[config.mk]
export PLATFORM = sky130hd
export DESIGN_NAME = saturn_debug_uart_tx
export DESIGN_NICKNAME = d
export VERILOG_FILES = /design/src/rtl/saturn_debug_pkg.sv /design/src/rtl/saturn_char_fifo.sv /design/src/rtl/saturn_debug_uart_tx.sv
export SDC_FILE = /design/constraint.sdc
export NUM_CORES = 1
export LEC_CHECK = 0
export ABC_AREA = 1
export BUFFER_PORTS_ARGS = -buffer_cell sky130_fd_sc_hd__buf_2
export CAP_MARGIN = 30
export CORE_AREA = 2 2 168 170
export DETAILED_ROUTE_END_ITERATION = 7
export DIE_AREA = 0 0 170 172
export PLACE_DENSITY = 0.46
export SKIP_LAST_GASP = 1
export SYNTH_ARGS = -nofsm -noshare
export SYNTH_HDL_FRONTEND = slang
export SYNTH_HIERARCHICAL = 1
export SYNTH_SLANG_ARGS = --single-unit
[constraint.sdc]
create_clock -name clk -period 5.31 [get_ports clk]
set_input_delay 0 -clock clk [delete_from_list [all_inputs] [get_ports clk]]
set_output_delay 0 -clock clk [all_outputs]
set_load 0.05 [all_outputs]
[src/rtl/saturn_debug_pkg.sv]
// Shared definitions for the saturn debug UART path.
//  - uart_state_t : transmitter FSM encodings (IDLE=0, START=1, DATA=2, STOP=3)
//  - UART_DATA_BITS : data bits per 8N1 frame
//  - clks_per_bit() : clock cycles per UART bit (integer divide)
package saturn_debug_pkg;

    typedef enum logic [1:0] {
        ST_IDLE  = 2'd0,
        ST_START = 2'd1,
        ST_DATA  = 2'd2,
        ST_STOP  = 2'd3
    } uart_state_t;

    localparam int UART_DATA_BITS = 8;

    function automatic int clks_per_bit(input int clk_hz, input int baud);
        return clk_hz / baud;
    endfunction

endpackage

[src/rtl/saturn_char_fifo.sv]
// Synchronous byte FIFO for the debug UART.
// Ports:
//  clk, reset      clock / synchronous active-high reset
//  push_data[7:0]  byte written at the tail when push is accepted
//  push            write request, ignored while full
//  pop             read request, ignored while empty
//  pop_data[7:0]   current head byte (valid whenever !empty)
//  full, empty     registered occupancy flags
module saturn_char_fifo
    import saturn_debug_pkg::*;
#(
    parameter int DEPTH_LOG2 = 4
) (
    input  logic       clk,
    input  logic       reset,
    input  logic [7:0] push_data,
    input  logic       push,
    input  logic       pop,
    output logic [7:0] pop_data,
    output logic       full,
    output logic       empty
);

    localparam int DEPTH = 1 << DEPTH_LOG2;

    logic [DEPTH_LOG2:0] wr_ptr_reg, wr_ptr_next;
    logic [DEPTH_LOG2:0] rd_ptr_reg, rd_ptr_next;
    logic                full_reg, empty_reg;
    logic                push_ok, pop_ok;
    logic [7:0]          mem [DEPTH];

    // Flags are the registered pre-edge view: a push is refused while full
    // even if a pop frees a slot on the same edge.
    assign push_ok = push && !full_reg;
    assign pop_ok  = pop && !empty_reg;

    always_comb begin
        wr_ptr_next = wr_ptr_reg;
        rd_ptr_next = rd_ptr_reg;
        if (push_ok) wr_ptr_next = wr_ptr_reg + 1'b1;
        if (pop_ok)  rd_ptr_next = rd_ptr_reg + 1'b1;
    end

    always_ff @(posedge clk) begin
        if (reset) begin
            wr_ptr_reg <= '0;
            rd_ptr_reg <= '0;
            full_reg   <= 1'b0;
            empty_reg  <= 1'b1;
        end else begin
            wr_ptr_reg <= wr_ptr_next;
            rd_ptr_reg <= rd_ptr_next;
            // Extra pointer MSB distinguishes full from empty.
            full_reg   <= (wr_ptr_next[DEPTH_LOG2] != rd_ptr_next[DEPTH_LOG2]) &&
                          (wr_ptr_next[DEPTH_LOG2-1:0] == rd_ptr_next[DEPTH_LOG2-1:0]);
            empty_reg  <= (wr_ptr_next == rd_ptr_next);
        end
    end

    always_ff @(posedge clk) begin
        if (push_ok) mem[wr_ptr_reg[DEPTH_LOG2-1:0]] <= push_data;
    end

    // Head is presented combinationally so the transmitter can load it into
    // its shifter on the same edge it pops.
    assign pop_data = mem[rd_ptr_reg[DEPTH_LOG2-1:0]];
    assign full     = full_reg;
    assign empty    = empty_reg;

endmodule

[src/rtl/saturn_debug_uart_tx.sv]
// Debug character sink: buffers bus-strobed bytes and sends them as 8N1 frames.
// Ports:
//  clk, reset            clock / synchronous active-high reset
//  i_char_to_send[7:0]   byte to enqueue
//  i_char_valid          enqueue strobe, one byte per high cycle
//  o_serial_tx           UART line, idle high, registered
//  o_serial_busy         FIFO non-empty or frame still in progress
//  o_fifo_full           FIFO holds 2**DEPTH_LOG2 bytes
//  o_char_counter[9:0]   frames completed (stop bit finished), wrapping
//  o_drop_count[7:0]     bytes refused while full, saturating at 255
module saturn_debug_uart_tx
    import saturn_debug_pkg::*;
#(
    parameter int CLK_HZ     = 25000000,
    parameter int BAUD       = 115200,
    parameter int DEPTH_LOG2 = 4
) (
    input  logic       clk,
    input  logic       reset,
    input  logic [7:0] i_char_to_send,
    input  logic       i_char_valid,
    output logic       o_serial_tx,
    output logic       o_serial_busy,
    output logic       o_fifo_full,
    output logic [9:0] o_char_counter,
    output logic [7:0] o_drop_count
);

    localparam int CLKS_PER_BIT = clks_per_bit(CLK_HZ, BAUD);
    localparam int BAUD_W = (CLKS_PER_BIT > 1) ? $clog2(CLKS_PER_BIT) : 1;
    localparam logic [BAUD_W-1:0] BAUD_LAST = BAUD_W'(CLKS_PER_BIT - 1);
    localparam logic [2:0] BIT_LAST = 3'(UART_DATA_BITS - 1);

    uart_state_t       state_reg, state_next;
    logic [BAUD_W-1:0] baud_cnt_reg, baud_cnt_next;
    logic [2:0]        bit_idx_reg, bit_idx_next;
    logic [7:0]        shift_reg, shift_next;
    logic              tx_reg, tx_next;
    logic              busy_reg, busy_next;
    logic              done_reg, done_next;
    logic [9:0]        char_count_reg, char_count_next;
    logic [7:0]        drop_count_reg, drop_count_next;

    logic              fifo_pop;
    logic [7:0]        fifo_head;
    logic              fifo_full;
    logic              fifo_empty;
    logic              baud_end;

    saturn_char_fifo #(
        .DEPTH_LOG2(DEPTH_LOG2)
    ) u_fifo (
        .clk       (clk),
        .reset     (reset),
        .push_data (i_char_to_send),
        .push      (i_char_valid),
        .pop       (fifo_pop),
        .pop_data  (fifo_head),
        .full      (fifo_full),
        .empty     (fifo_empty)
    );

    assign baud_end = (baud_cnt_reg == BAUD_LAST);

    always_ff @(posedge clk) begin
        if (reset) begin
            state_reg      <= ST_IDLE;
            baud_cnt_reg   <= '0;
            bit_idx_reg    <= '0;
            shift_reg      <= '0;
            tx_reg         <= 1'b1;
            busy_reg       <= 1'b0;
            done_reg       <= 1'b0;
            char_count_reg <= '0;
            drop_count_reg <= '0;
        end else begin
            state_reg      <= state_next;
            baud_cnt_reg   <= baud_cnt_next;
            bit_idx_reg    <= bit_idx_next;
            shift_reg      <= shift_next;
            tx_reg         <= tx_next;
            busy_reg       <= busy_next;
            done_reg       <= done_next;
            char_count_reg <= char_count_next;
            drop_count_reg <= drop_count_next;
        end
    end

    always_comb begin
        state_next      = state_reg;
        baud_cnt_next   = baud_cnt_reg;
        bit_idx_next    = bit_idx_reg;
        shift_next      = shift_reg;
        tx_next         = 1'b1;
        done_next       = 1'b0;
        fifo_pop        = 1'b0;
        char_count_next = char_count_reg;
        drop_count_next = drop_count_reg;

        // The line level is registered from the current state, so the pin
        // trails the FSM by one clock throughout the frame.
        case (state_reg)
            ST_IDLE: begin
                tx_next = 1'b1;
                if (!fifo_empty) begin
                    fifo_pop      = 1'b1;
                    shift_next    = fifo_head;
                    baud_cnt_next = '0;
                    state_next    = ST_START;
                end
            end
            ST_START: begin
                tx_next = 1'b0;
                if (baud_end) begin
                    baud_cnt_next = '0;
                    bit_idx_next  = '0;
                    state_next    = ST_DATA;
                end else begin
                    baud_cnt_next = baud_cnt_reg + 1'b1;
                end
            end
            ST_DATA: begin
                tx_next = shift_reg[0];
                if (baud_end) begin
                    baud_cnt_next = '0;
                    shift_next    = {1'b0, shift_reg[7:1]};
                    if (bit_idx_reg == BIT_LAST) state_next = ST_STOP;
                    else bit_idx_next = bit_idx_reg + 1'b1;
                end else begin
                    baud_cnt_next = baud_cnt_reg + 1'b1;
                end
            end
            ST_STOP: begin
                tx_next = 1'b1;
                if (baud_end) begin
                    baud_cnt_next = '0;
                    state_next    = ST_IDLE;
                    done_next     = 1'b1;
                end else begin
                    baud_cnt_next = baud_cnt_reg + 1'b1;
                end
            end
            default: begin
                state_next = ST_IDLE;
            end
        endcase

        // done_reg carries the end-of-frame event one clock later, in step
        // with the pin, so the count moves when the stop bit has finished on
        // the line and busy holds until then.
        if (done_reg) char_count_next = char_count_reg + 1'b1;

        if (i_char_valid && fifo_full && (drop_count_reg != 8'hFF))
            drop_count_next = drop_count_reg + 1'b1;

        busy_next = !fifo_empty || (state_reg != ST_IDLE) || done_reg;
    end

    assign o_serial_tx    = tx_reg;
    assign o_serial_busy  = busy_reg;
    assign o_fifo_full    = fifo_full;
    assign o_char_counter = char_count_reg;
    assign o_drop_count   = drop_count_reg;

endmodule

==> key figures <==
Worst setup path
  • CP cell instances: inv_1 -> ha_1 -> inv_2 -> a21oi_4 -> nand3_1 -> nand2_1 -> nor2_1
  • Cells on worst reg2reg path: 7
  • Nature of the critical path endpoint: flop
  • Worst endpoint data arrival time: 2.78 ns
  • Worst path max stage delay: 0.74 ns
  • Critical path peak fanout: 16
  • Crit Path Class: flop to flop
  • Required time of the critical path: 5.65 ns
  • CP Launch Type: flop
  • Slowest CP cell: ha_1

Route
  • Total wire length: 19890 µm
  • Detailed-route DRC error count: 0
  • Vias: slightly below 6000
  • Wire length per cell: 16.28 µm
  • Routed vias/inst: 4.720
  • First-pass iteration count of the detailed router: 5
  • DRT iter0 DRCs: 402
  • Post-route ant nets: 0

Power and ir drop
  • PwrDens: between 300 and 400 nW/µm²
  • Reg power frac: 44.5%
  • Combinational group share of total power: 19.8%
  • Internal power: 2464 µW
  • Switch Pwr: 1176 µW
  • Clock power share: 35.8%
  • Switching Fraction: 32.32%
  • Maximum vdd ir drop: 0.1901 mV
  • Static Leakage: 0.003480 µW

Clock network
  • H-tree depth: 4
  • Inserted Clock Buffers: 17
  • CTS tree: done
  • CTS hold repair buffers: 9
  • Setup Buffers After CTS: 0
  • Root Driver: clkbuf_16
  • # resized after CTS: 0
  • Maximum clock insertion buffer count: 2
  • Clk pin slew, worst setup/hold paths: 0.07 ns
  • Later-pin clock latency in the skew report: between 0.4 and 0.5 ns
  • Clock sinks: roughly 180

Placement
  • Post-DP HPWL: approximately 13000 µm
  • Port buffer count: 31
  • GP Congestion: 0.7397
  • Dpl ws: 2.832 ns

Cells and area
  • Layout area overhead: 15.09%
  • Ant. Diodes: 0
  • Share of layout cells above drive strength 1: 11.53%
  • Post-route core utilization: 33.83%
  • # nets final: between 800 and 900
  • Layout fillers: 2826
  • Number of flip-flops in the largest register: between 100 and 150

Yosys
  • Flops & latches, synth: 182
  • Syn Nets: 851
  • Async SR Flop Fraction: 0%
  • Most common cell in the synthesized netlist: nor2_1
  • Leading area contributor after synthesis: edfxtp_1
  • Post-Synthesis Cells: 824
  • Mean post-synth cell area: 9.800 µm²
  • EDFF count, synth: 128
  • Post-synth top area share: between 40% and 50%
  • Synth top area cells: edfxtp_1, dfxtp_1, nor2_1
  • Post-synth top flop: edfxtp_1
  • Sequential share of the synthesized area: approximately 61%
  • Synthesized area: 8075 µm²
  • Synth top cells by count: nor2_1, nand2_1, edfxtp_1
  • YS warnings: 6
  • Synth unique cells: 33

Timing
  • Hold Violations, Final: 0
  • Fin worst setup slack: around 2.9 ns
  • Total negative setup slack: 0 ns
  • Worst-Margin Slew: 1.004 ns
  • Minimum clock period: 2.441 ns
  • # setup viols final: 0
  • Final Max Tran Viols: 0
  • Fin crit share: 45.98%
  • RSZ-0062 raised after global routing: false
  • Slew Limit Headroom: approximately a third
  • Final Skew: around 0.015 ns
  • Fmax: 409.6 MHz

Die
  • DIE HEIGHT: 172 µm
  • Die Area: 29240 µm²
  • Die extent in x: about 170 µm
  • Ports: 32
  • CORE AREA: around 27000 µm²
  • Rows: 61
  • Initial Utilization: 29.39%

Worst hold path
  • Worst Hold Depth: 2
  • Worst min path class: input pin to flop

Outcome
  • Outcome: complete, no violations

GRT
  • GRT met2 Usage: 22.91%
  • Top Usage Layer GRT: met2
  • GR Util met3: 2.838%
  • GR Layer Usage met1: 19.31%
  • First-pass GRT wire length: 31860 µm
  • Initial antenna violation count: 0
  • Largest net degree at the start of global routing: 67
  • Vias in the first global route: 5564
  • GR Overflow Total: 0
  • Tot GR Track Use: 14.37%

Job
  • Max Cap Viol: 0
==> area by class of cell <==
type                       instances  area [µm²]  area share, %
clock buffer                      17       425.4          4.577
clock inverter                    15       183.9          1.979
inverter                          58       217.7          2.342
multi-input combinational        554        2748          29.56
sequential                       182        4926          53.00
tap                              346       432.9          4.658
timing repair buffer              50       360.3          3.877
==> layout by cell type, fill, tap and decap left out, types with 3 or more instances in the layout <==
cell and n:
a21oi_1 22, a21oi_2 8, buf_2 31, buf_4 7
clkbuf_16 17, clkinv_1 4, dfxtp_1 53, dlygate4sd3_1 9
edfxtp_1 128, ha_1 16, inv_1 50, inv_12 4
inv_2 4, inv_8 5, mux2i_1 7, nand2_1 149
nand2_2 4, nand2_4 3, nand3_1 53, nand3b_1 3
nand4_1 4, nor2_1 156, nor3_1 4, o211ai_1 16
o21ai_0 74, o21ai_1 7, o22ai_1 16, xor2_1 3
==> cells by family after synthesis <==
logic type	synth area share [%]
simple gates	19.88
buf+inv	4.989
fa+ha+maj	2.479
mux	0.8677
compound gates	10.47
flops	60.99
xor+xnor	0.3254
==> critical path, delay by kind of cell (launching register included) <==
family	cells	cell delay (ns)
AND/OR/NAND/NOR	3	0.30
buffers and inverters	2	0.38
adder cells (fa/ha/maj)	1	0.74
flip-flops	1	0.35
AO/OA/AOI/OAI	1	0.58
==> metal layers <==
metal	vias to the layer above	wire length, µm
met3	22	679
li1	2888	-
met4	0	403
met5	-	0
met2	104	9218
met1	2754	9588
==> power groups by stage <==
stage                     Clock (µW)  Combinational [µW]  Sequential [µW]
after floorplan                    0                 552             1660
after global placement             0                 711             1660
after detailed placement           0                 718             1650
after CTS                       1340                 725             1620
after global routing            1390                 816             1630
final                           1300                 720             1620
==> metrics by stage <==
step / total power, µW / std cells / hold slack, ns / instance area [µm²]
floorplan: 2212 / 824 / 0.09887 / 8075
global placement: 2372 / 1173 / 0.4320 / 8494
detailed placement: 2370 / 1180 / 0.4272 / 8567
CTS: 3681 / 1221 / 0.04628 / 9266
global route: 3828 / 1222 / 0.08639 / 9294
finish: 3640 / 1222 / 0.05011 / 9294
==> path summary, 6_finish.rpt <==
check / slack [ns] / from / end
max: 2.87 / state_reg[0] / shift_reg[7]
min: 0.05 / reset / u_fifo/rd_ptr_reg[2]
max reg2reg: 2.87 / state_reg[0] / shift_reg[7]
min reg2reg: 0.47 / bit_idx_reg[0] / bit_idx_reg[0]
Note: power is estimated with default switching activity, not from simulation.
